--- config.mk ---
export PLATFORM = sky130hd
export DESIGN_NAME = id_operand_stage
export DESIGN_NICKNAME = d
export VERILOG_FILES = /design/src/rtl/id_operand_stage_pkg.sv /design/src/rtl/id_operand_stage_fwd_mux_port.sv /design/src/rtl/id_operand_stage.sv
export SDC_FILE = /design/constraint.sdc
export NUM_CORES = 1
export LEC_CHECK = 0
export ABC_AREA = 1
export CAP_MARGIN = 10
export CORE_AREA = 3 3 154 156
export DETAILED_ROUTE_END_ITERATION = 6
export DIE_AREA = 0 0 157 159
export PLACE_DENSITY = 0.65
export SLEW_MARGIN = 30
export SYNTH_ARGS = -nofsm -noshare
export SYNTH_HDL_FRONTEND = slang
export SYNTH_SLANG_ARGS = --single-unit
--- constraint.sdc ---
create_clock -name clk -period 2.2 [get_ports clk]
set_clock_uncertainty 0.1 [all_clocks]
set_input_delay 0.44 -clock clk [delete_from_list [all_inputs] [get_ports clk]]
set_output_delay 0.44 -clock clk [all_outputs]
set_load 0.01 [all_outputs]
--- src/rtl/id_operand_stage_pkg.sv ---
// id_operand_stage_pkg: shared stall bus, stall bit indices and forwarding source indices
package id_operand_stage_pkg;
  localparam int STALL_W = 6;
  typedef logic [STALL_W-1:0] stall_bus_t;
  localparam logic STOP = 1'b1;
  localparam logic NO_STOP = 1'b0;
  localparam int STALL_IF_ID = 1;
  localparam int STALL_ID_EX = 2;
  localparam int FWD_EX = 0;
  localparam int FWD_MEM = 1;
  localparam int FWD_WB = 2;
endpackage

--- src/rtl/id_operand_stage_fwd_mux_port.sv ---
// fwd_mux_port: single-port priority forwarding mux with load-use interlock term
module fwd_mux_port #(
  parameter int DATA_W = 32,
  parameter int ADDR_W = 5,
  parameter int NUM_FWD = 3,
  parameter int LOAD_LAT = 1
) (
  input  logic                      en,
  input  logic [ADDR_W-1:0]         addr,
  input  logic [DATA_W-1:0]         rf_rdata,
  input  logic [NUM_FWD-1:0]        fwd_we,
  input  logic [NUM_FWD*ADDR_W-1:0] fwd_waddr,
  input  logic [NUM_FWD*DATA_W-1:0] fwd_wdata,
  input  logic [NUM_FWD-1:0]        fwd_is_load,
  output logic [DATA_W-1:0]         data,
  output logic                      load_hit
);
  localparam logic [NUM_FWD-1:0] LOAD_WIN = NUM_FWD'((1 << LOAD_LAT) - 1);
  logic [NUM_FWD-1:0] hit;
  // per-source address match; r0 never matches so it always reads as zero
  always_comb begin
    hit = '0;
    for (int i = 0; i < NUM_FWD; i++)
      hit[i] = fwd_we[i] && fwd_waddr[i*ADDR_W +: ADDR_W] == addr && addr != '0;
  end
  // walk oldest to youngest so the youngest matching source overwrites last
  always_comb begin
    data = addr == '0 ? '0 : rf_rdata;
    for (int i = NUM_FWD - 1; i >= 0; i--)
      if (hit[i]) data = fwd_wdata[i*DATA_W +: DATA_W];
  end
  // loads still inside the latency window cannot be forwarded yet
  always_comb load_hit = en && |(hit & fwd_is_load & LOAD_WIN);
endmodule

--- src/rtl/id_operand_stage.sv ---
// id_operand_stage: IF/ID register, stall hold buffer, operand forwarding and load-use interlock
module id_operand_stage
  import id_operand_stage_pkg::*;
#(
  parameter int DATA_W = 32,
  parameter int ADDR_W = 5,
  parameter int NUM_RD = 2,
  parameter int NUM_FWD = 3,
  parameter int LOAD_LAT = 1
) (
  input  logic                      clk,
  input  logic                      rst,
  input  stall_bus_t                stall,
  input  logic                      if_ce,
  input  logic [31:0]               if_pc,
  input  logic [31:0]               inst_sram_rdata,
  input  logic [NUM_RD-1:0]         rd_en,
  input  logic [NUM_RD*ADDR_W-1:0]  rd_addr,
  input  logic [NUM_RD*DATA_W-1:0]  rf_rdata,
  input  logic [NUM_FWD-1:0]        fwd_we,
  input  logic [NUM_FWD*ADDR_W-1:0] fwd_waddr,
  input  logic [NUM_FWD*DATA_W-1:0] fwd_wdata,
  input  logic [NUM_FWD-1:0]        fwd_is_load,
  output logic                      id_ce,
  output logic [31:0]               id_pc,
  output logic [31:0]               id_inst,
  output logic [NUM_RD*DATA_W-1:0]  opnd_data,
  output logic                      stallreq
);
  logic hold_vld;
  logic [31:0] hold_inst;
  logic bubble, advance, capture;
  logic [NUM_RD-1:0] load_hit;
  logic unused_stall;
  assign unused_stall = ^{stall[0], stall[STALL_W-1:3]};
  // decode the stall vector into the three register actions
  always_comb begin
    bubble = stall[STALL_IF_ID] == STOP && stall[STALL_ID_EX] == NO_STOP;
    advance = stall[STALL_IF_ID] == NO_STOP;
    capture = stall[STALL_ID_EX] == STOP && !hold_vld && !advance;
  end
  // IF/ID register plus hold buffer; the SRAM word is frozen on the first stalled edge
  always_ff @(posedge clk or posedge rst) begin
    if (rst) begin
      id_ce <= 1'b0;
      id_pc <= '0;
      hold_vld <= 1'b0;
      hold_inst <= '0;
    end else begin
      if (bubble) begin
        id_ce <= 1'b0;
        id_pc <= '0;
      end else if (advance) begin
        id_ce <= if_ce;
        id_pc <= if_pc;
      end
      hold_vld <= bubble || advance ? 1'b0 : capture ? 1'b1 : hold_vld;
      if (capture) hold_inst <= inst_sram_rdata;
    end
  end
  // decoder sees the held word during a stall and nothing in a bubble
  always_comb id_inst = !id_ce ? '0 : hold_vld ? hold_inst : inst_sram_rdata;
  genvar p;
  generate
    for (p = 0; p < NUM_RD; p++) begin : g_port
      fwd_mux_port #(
        .DATA_W(DATA_W), .ADDR_W(ADDR_W), .NUM_FWD(NUM_FWD), .LOAD_LAT(LOAD_LAT)
      ) u_port (
        .en(rd_en[p]),
        .addr(rd_addr[p*ADDR_W +: ADDR_W]),
        .rf_rdata(rf_rdata[p*DATA_W +: DATA_W]),
        .fwd_we(fwd_we),
        .fwd_waddr(fwd_waddr),
        .fwd_wdata(fwd_wdata),
        .fwd_is_load(fwd_is_load),
        .data(opnd_data[p*DATA_W +: DATA_W]),
        .load_hit(load_hit[p])
      );
    end
  endgenerate
  // a bubble carries no instruction, so it can never interlock
  always_comb stallreq = id_ce && |load_hit;
endmodule

==> impl_metrics.ini, run 1 <==
[timing]
fin_tns_setup_ns = -12.67
worst_max_slew_pin_slew_ns = 0.368
relSlewSlack = 0.754
finalHoldWorstSlack_ns = 0.380
period_minus_slack_ns = 2.47
setup_repair_after_global_routing_missed_its_margin = true
worst_slack_ns = -0.273
timing.final.max_slew_violations = 0
fmax_ghz = 0.404
period_share = 1.12
report.final.setup_viol = 65
timing_hold_violations_final = 0

[critical_path]
setup.worst_path.class = in2out
critical_path.max_fanout = 7
slowest_delay_ns = 0.16
worst_path_max_delay_cell = a21oi_2
critPathRequiredTime_ns = 1.66
setup.worst_path.end_class = output port
timing.critical_path.cells = buf_6 -> buf_6 -> nand2_2 -> nand2_2 -> nor2_2 -> nand2_2 -> nor2_4 -> buf_12 -> buf_12 -> buf_16 -> a21oi_4 -> a21oi_2 -> buf_2
critPathArrivalTime_ns = 1.93
crit_path_frequent_cell = nand2_2
cp_top_family = buffers and inverters
cp.buffers_inverters = 6
critPathLaunchType = primary input

[synth]
synth_warnings = 0
synth_cell_types = 27
synth_enable_flop_cells = 0
synth-async-reset-ratio = 1.00
synthMostInstantiatedCell = nand2_1
ys_seq_area_frac = 0.252
synth_seq_cells = 66
netlist_area_mm2 = 0.00655
synth_common_cells = 409 x nand2_1, 162 x inv_1, 157 x nand3_1
synth-adder-area-share = 0
post_synth.cell_area_avg_um2 = 5.61
synth.top_cells.by_area = dfrtp_1 25%, nand2_1 23%, nand3_1 12%, inv_1 9.3%, o21ai_0 6.4%
synthMuxAreaShare = 0.0223
syn-num-nets = 1434
portion_of_synthesized_cell_area_occupied_by_the_leading_cell_type = 0.252
synth_top_family_by_area = simple AND/OR/NAND/NOR gates
synth_simple_gate_area_frac = 0.425
synth_largest_area_cell = dfrtp_1
synth_cells = 1168
synth_xor_xnor_area_share = 0.00267
synth_flop_cell = dfrtp_1
synth_compound_area_frac = 0.128

[grt]
remaining_overflow_grt = 0
groute.usage.overall = 0.288
grt_max_degree = 67
grt_antenna_before_repair = 6
first_pass_grt_wire_length_mm = 56.7
grt_pass1_vias = 10100

[floorplan]
fp.coreArea_mm2 = 0.0225
i_o_pin_total = 396
dieArea_mm2 = 0.0250
start_util = 0.291
floorplan.die.width_um = 157
chipHeight_um = 159
floorplan.rows = 55

[status]
violated_checks = negative setup slack
run_status = complete, but fails checks

[clocking]
tritoncts_clock_tree = done
ctsLongestPathBuffers = 2
cts_buffers = 9
cts.hold.buffers_added = 0
cts.reportedPaths.clkPinSlew_ns = 0.05
ctsRootBufferMaster = clkbuf_16
clkLatencyLatePin_ns = 0.32
clock_tree.htree_level_count = 3
cts.sinks = 66

[route]
met1_length_mm = 13.5
top_layer_used = met5
route.met3.wl_mm = 5.07
drt-initial-drc-count = 1015
drc_violation_count_after_routing = 0
routed_via_density = 5.37
dr.pass1.iters = 6
drtAntennaViolNets = 0
vias = 10500
wirelength_mm = 41.1
wl_met2_mm = 18.8
avgRoutedWirePerCell_um = 21.1

[final_layout]
drive_above_1_share = 0.378
nNetsFinal = 1918
design_area_mm2 = 0.0144
layout_area_overhead_pct = 121

[place]
finalWeightedCongestion = 0.952
post_place_setup_slack_ns = -1.13
count_of_buffers_from_port_buffering = 389
placed_area_mm2 = 0.0112
detailedPlacementHpwl_mm = 24.6

[hold_path]
hold_path_class = reg2reg

[flow_run]
count_of_max_cap_constraint_violations = 0

[power_and_ir_drop]
power.density_mw_per_mm2 = 375
finalPower_mw = 5.41
ir_worst_vdd_v = 0.000623
power.leakage_nw = 7.25
==> worst min-delay path, delay by kind of cell (launching register included) <==
kind               cells  cell delay [ns]
DFF                    1             0.34
AOI/OAI and AO/OA      1             0.06
and+or+nand+nor        1             0.05
==> per-stage QoR <==
| stage | utilization | cells |
|---|---|---|
| 6_report | 0.642 | 1946 |
| 5_1_grt | 0.642 | 1946 |
| 4_1_cts | 0.602 | 1929 |
| 3_5_place_dp | 0.499 | 1841 |
| 3_3_place_gp | 0.499 | 1841 |
| 2_1_floorplan | - | 1168 |
==> registers in the layout, indices dropped and copies added, names as in the netlist <==
name	cells
hold_vld	1
hold_inst	32
id_ce	1
id_pc	32
==> cell usage in the layout (no fill, tap or decap), types with 2 or more instances in the layout <==
| cell | netlist | final |
|---|---|---|
| bufinv_16 | 0 | 2 |
| clkinv_1 | 6 | 2 |
| inv_2 | 27 | 35 |
| inv_1 | 162 | 139 |
| clkdlybuf4s50_1 | 0 | 264 |
| clkinv_2 | 0 | 2 |
| buf_2 | 39 | 61 |
| a21oi_1 | 79 | 30 |
| nand3_2 | 1 | 76 |
| buf_16 | 0 | 22 |
| buf_8 | 0 | 21 |
| mux2_2 | 13 | 13 |
| diode_2 | 0 | 4 |
| o21ai_1 | 2 | 3 |
| a21oi_2 | 0 | 36 |
| clkbuf_16 | 0 | 15 |
| dfrtp_1 | 66 | 66 |
| inv_4 | 0 | 12 |
| nand3_4 | 0 | 15 |
| buf_6 | 4 | 61 |
| inv_8 | 0 | 4 |
| nor2_4 | 7 | 14 |
| dlygate4sd2_1 | 0 | 30 |
| nand2_8 | 0 | 2 |
| buf_4 | 8 | 39 |
| o21ai_0 | 84 | 83 |
| nor2_1 | 61 | 55 |
| nand2_1 | 409 | 277 |
| nand3b_1 | 7 | 7 |
| a21oi_4 | 0 | 13 |
| nand2_4 | 1 | 40 |
| buf_12 | 0 | 36 |
| nand2_2 | 4 | 96 |
| nand3_1 | 157 | 67 |
| nor2_2 | 4 | 3 |
==> worst paths after layout <==
kind                                                start                        end  slack, ns  cells after the start
min in group asynchronous                             rst      id_pc[20]$_DFFE_PP0N_       0.39                      3
worst min register to register  hold_inst[20]$_DFFE_PP0P_  hold_inst[20]$_DFFE_PP0P_       0.38                      2
worst min-delay path            hold_inst[20]$_DFFE_PP0P_  hold_inst[20]$_DFFE_PP0P_       0.38                      2
worst max register to register       hold_vld$_DFFE_PP0P_   hold_inst[7]$_DFFE_PP0P_       0.67                      5
max in group asynchronous                             rst  hold_inst[10]$_DFFE_PP0P_       1.29                      3
worst max-delay path                           rd_addr[7]              opnd_data[36]      -0.27                     13
==> layout make-up <==
cell class	instances	area [um2]
inverter	195	833
clock inverter	5	77.6
antenna	4	10.0
fill	1773	8060
multi-input combinational	837	5260
timing repair buffer	543	6010
clock buffer	11	243
sequential	66	1650
tap	285	357
==> power by group <==
part	switching [mW]	internal [mW]	leakage [nW]
sequential	0.0744	1.36	0.818
combinational	1.19	1.27	6.28
clock	0.510	1.02	0.156
==> cell families (layout without fill, tap and decap cells) <==
| group | after synthesis | after routing |
|---|---|---|
| and+or+nand+nor | 654 | 655 |
| buffers and inverters | 266 | 754 |
| AOI/OAI and AO/OA | 167 | 167 |
| DFF | 66 | 66 |
| muxes | 13 | 13 |
| xor gates and xnor gates | 2 | 2 |
| other | 0 | 4 |
==> per-layer routing <==
metal	global-route usage	vias to the layer above
met5	0	-
met4	0.176	4
met3	0.0913	255
met2	0.481	809
met1	0.314	4772
li1	-	4616
==> timing repair <==
| item | in CTS | in global routing |
|---|---|---|
| cloned | 25 | 7 |
| endpoints found under the setup margin | 97 | 76 |
| resized for setup | 792 | 191 |
| buffers inserted | 48 | 9 |
| pin swaps | 170 | 98 |
(Power assumes the default switching activity.)
==> inputs of run 2 (changes only) <==
CTS_CLUSTER_SIZE = 28   (was unset)
PLACE_DENSITY = 0.63   (was 0.65)
clock period = 2.9 ns   (was 2.2 ns; I/O delays follow)
==> run 2 against run 1 <==
  * The run now ends clean
  * First-iteration DRC count down 43%
  * Via count decreased by 11%
  * Register-to-register slack improved by 0.59 ns
  * Critical path depth is 2 lower
  * Final area decreased by 16%
  * Sequential power decreased by 24%
  * Global-route usage fell by 2.8 points
  * Final cell count shrank 1.8%
  * Combinational power down 39%
  * Largest cell class unchanged
==> impl_metrics.ini, run 2 (synthesis gave the netlist of run 1 again) <==
[final_layout]
instances_no_fill = 1911
drive_above_1_share = 0.197
nNetsFinal = 1884
fillerInstances = 2290
layout.cells.most_common_list = 390 x nand2_1, 297 x clkdlybuf4s50_1, 157 x inv_1, 150 x nand3_1, 83 x o21ai_0
layout_area_overhead_pct = 85.5
leading_registers_by_flop_count = hold_inst (32), id_pc (32)
commonest_non_fill_non_tap_cell_in_the_layout = nand2_1
design_area_mm2 = 0.0121

[clocking]
cts_buffers = 9
ctsLongestPathBuffers = 2
ctsRootBufferMaster = clkbuf_16
tritoncts_clock_tree = done
cts.hold.buffers_added = 0
cts.reportedPaths.clkPinSlew_ns = 0.06
clkLatencyLatePin_ns = 0.32
clock_tree.htree_level_count = 3
cts.sinks = 66

[grt]
grt_pass1_vias = 9326
groute.usage.overall = 0.260
grt_antenna_before_repair = 6
remaining_overflow_grt = 0
grt_max_degree = 67
first_pass_grt_wire_length_mm = 51.0

[floorplan]
floorplan.rows = 55
i_o_pin_total = 396
start_util = 0.291
chipHeight_um = 159
fp.coreArea_mm2 = 0.0225
dieArea_mm2 = 0.0250
floorplan.die.width_um = 157

[critical_path]
critPathLaunchType = primary input
setup.worst_path.class = in2out
reg2reg_to = hold_inst[0]$_DFFE_PP0P_
setup.worst_path.end_class = output port
critPathRequiredTime_ns = 2.22
reg2reg_setup_slack_ns = 1.26
critPathArrivalTime_ns = 2.18
critical_path.max_fanout = 12
worstRegToRegCells = 5
worst_reg2reg_startpoint = hold_vld$_DFFE_PP0P_

[place]
finalWeightedCongestion = 0.921
count_of_buffers_from_port_buffering = 389
numPlacedInstances = 1839
placed_area_mm2 = 0.0112
detailedPlacementHpwl_mm = 24.8

[timing]
timing.final.max_slew_violations = 0
period_minus_slack_ns = 2.86
period_share = 0.987
relSlewSlack = 0.753
worst_max_slew_pin_slew_ns = 0.370
report.final.setup_viol = 0
fmax_ghz = 0.349
timing_hold_violations_final = 0

[route]
avgRoutedWirePerCell_um = 17.9
dr.pass1.iters = 5
routed_via_density = 4.84
wirelength_mm = 34.1
drc_violation_count_after_routing = 0
vias = 9257
drtAntennaViolNets = 0
drt-initial-drc-count = 581

[power_and_ir_drop]
power.density_mw_per_mm2 = 299
ir_worst_vdd_v = 0.000415
power.leakage_nw = 6.33

[flow_run]
count_of_max_cap_constraint_violations = 0

[hold_path]
whs_path_depth = 2
hold_path_class = reg2reg
worstHoldStart = hold_inst[29]$_DFFE_PP0P_
timing.hold.worst_endpoint = hold_inst[29]$_DFFE_PP0P_

[status]
run_status = complete, no violations
run 2: cell types whose count changed in the layout (fill, tap and decap cells not counted), sizes merged, moves of 3 or more:
cell           before  now
buf               240  183
clkbuf             18   26
clkdlybuf4s15       1    5
clkdlybuf4s50     264  297
clkinv              5    8
dlygate4sd2        30    8
inv               192  189
run 2: where the power goes:
part	switching, mW	internal, mW	leakage [nW]
clock network	0.392	0.662	0.136
registers	0.0618	1.03	0.817
logic	0.704	0.785	5.38
total	1.16	2.48	6.33
run 2: critical path, stage by stage:
cell,delay (ns)
clkdlybuf4s50_1,0.48
nand4_1,0.10
nor2_2,0.19
nand2_4,0.14
buf_6,0.16
buf_16,0.14
nand2_2,0.06
clkinv_1,0.06
nand2_1,0.08
nand2_1,0.05
buf_2,0.13
run 2: cell type report:
type / instances / area (um2) / area share
Sequential cell: 66 / 1650 / 0.136
Multi-Input combinational cell: 837 / 4000 / 0.329
Antenna cell: 3 / 7.51 / 0.000618
Inverter: 195 / 742 / 0.0611
Tap cell: 285 / 357 / 0.0294
Clock inverter: 5 / 55.1 / 0.00453
Timing Repair Buffer: 509 / 5110 / 0.420
Clock buffer: 11 / 233 / 0.0192
run 2: per-stage QoR:
stage,hold slack (ns),power [mW],setup WS [ns],setup TNS [ns],utilization
final,0.382,3.63,0.0367,0,0.540
after global routing,0.402,3.83,-0.0166,-0.0317,0.540
after CTS,0.387,3.64,-0.0335,-0.0335,0.532
after detailed placement,0.372,2.56,-0.710,-40.09,0.497
after global placement,0.361,2.55,-0.686,-39.41,0.497
after floorplan,0.348,1.66,0.565,0,-
run 2: layer usage:
metal | track usage | part of all wire | routed length [um]
met5 | 0 | 0.0012 | 41
met4 | 0.124 | 0.050 | 1720
met3 | 0.0777 | 0.11 | 3630
met2 | 0.442 | 0.47 | 16100
met1 | 0.295 | 0.37 | 12600
run 2: worst max-delay path by stage:
| stage | to | from |
|---|---|---|
| after CTS | opnd_data[30] | rd_addr[0] |
| after floorplan | hold_inst[0]$_DFFE_PP0P_ | rst |
| after global routing | opnd_data[3] | fwd_we[0] |
| after detailed placement | opnd_data[45] | rd_addr[9] |
| final | opnd_data[3] | fwd_we[0] |
| after global placement | opnd_data[30] | rd_addr[2] |
run 2: repair_timing:
item | CTS | global route
buffers inserted | 35 | 8
resized for setup | 357 | 78
endpoints found under the setup margin | 65 | 70
gates cloned | 10 | 3
pin swaps | 29 | 27
==> inputs of run 3 (changes only) <==
CTS_CLUSTER_SIZE = 40   (was 28)
==> results of run 3 <==
No change in the layout: final DEF, timing and power equal those of run 2.
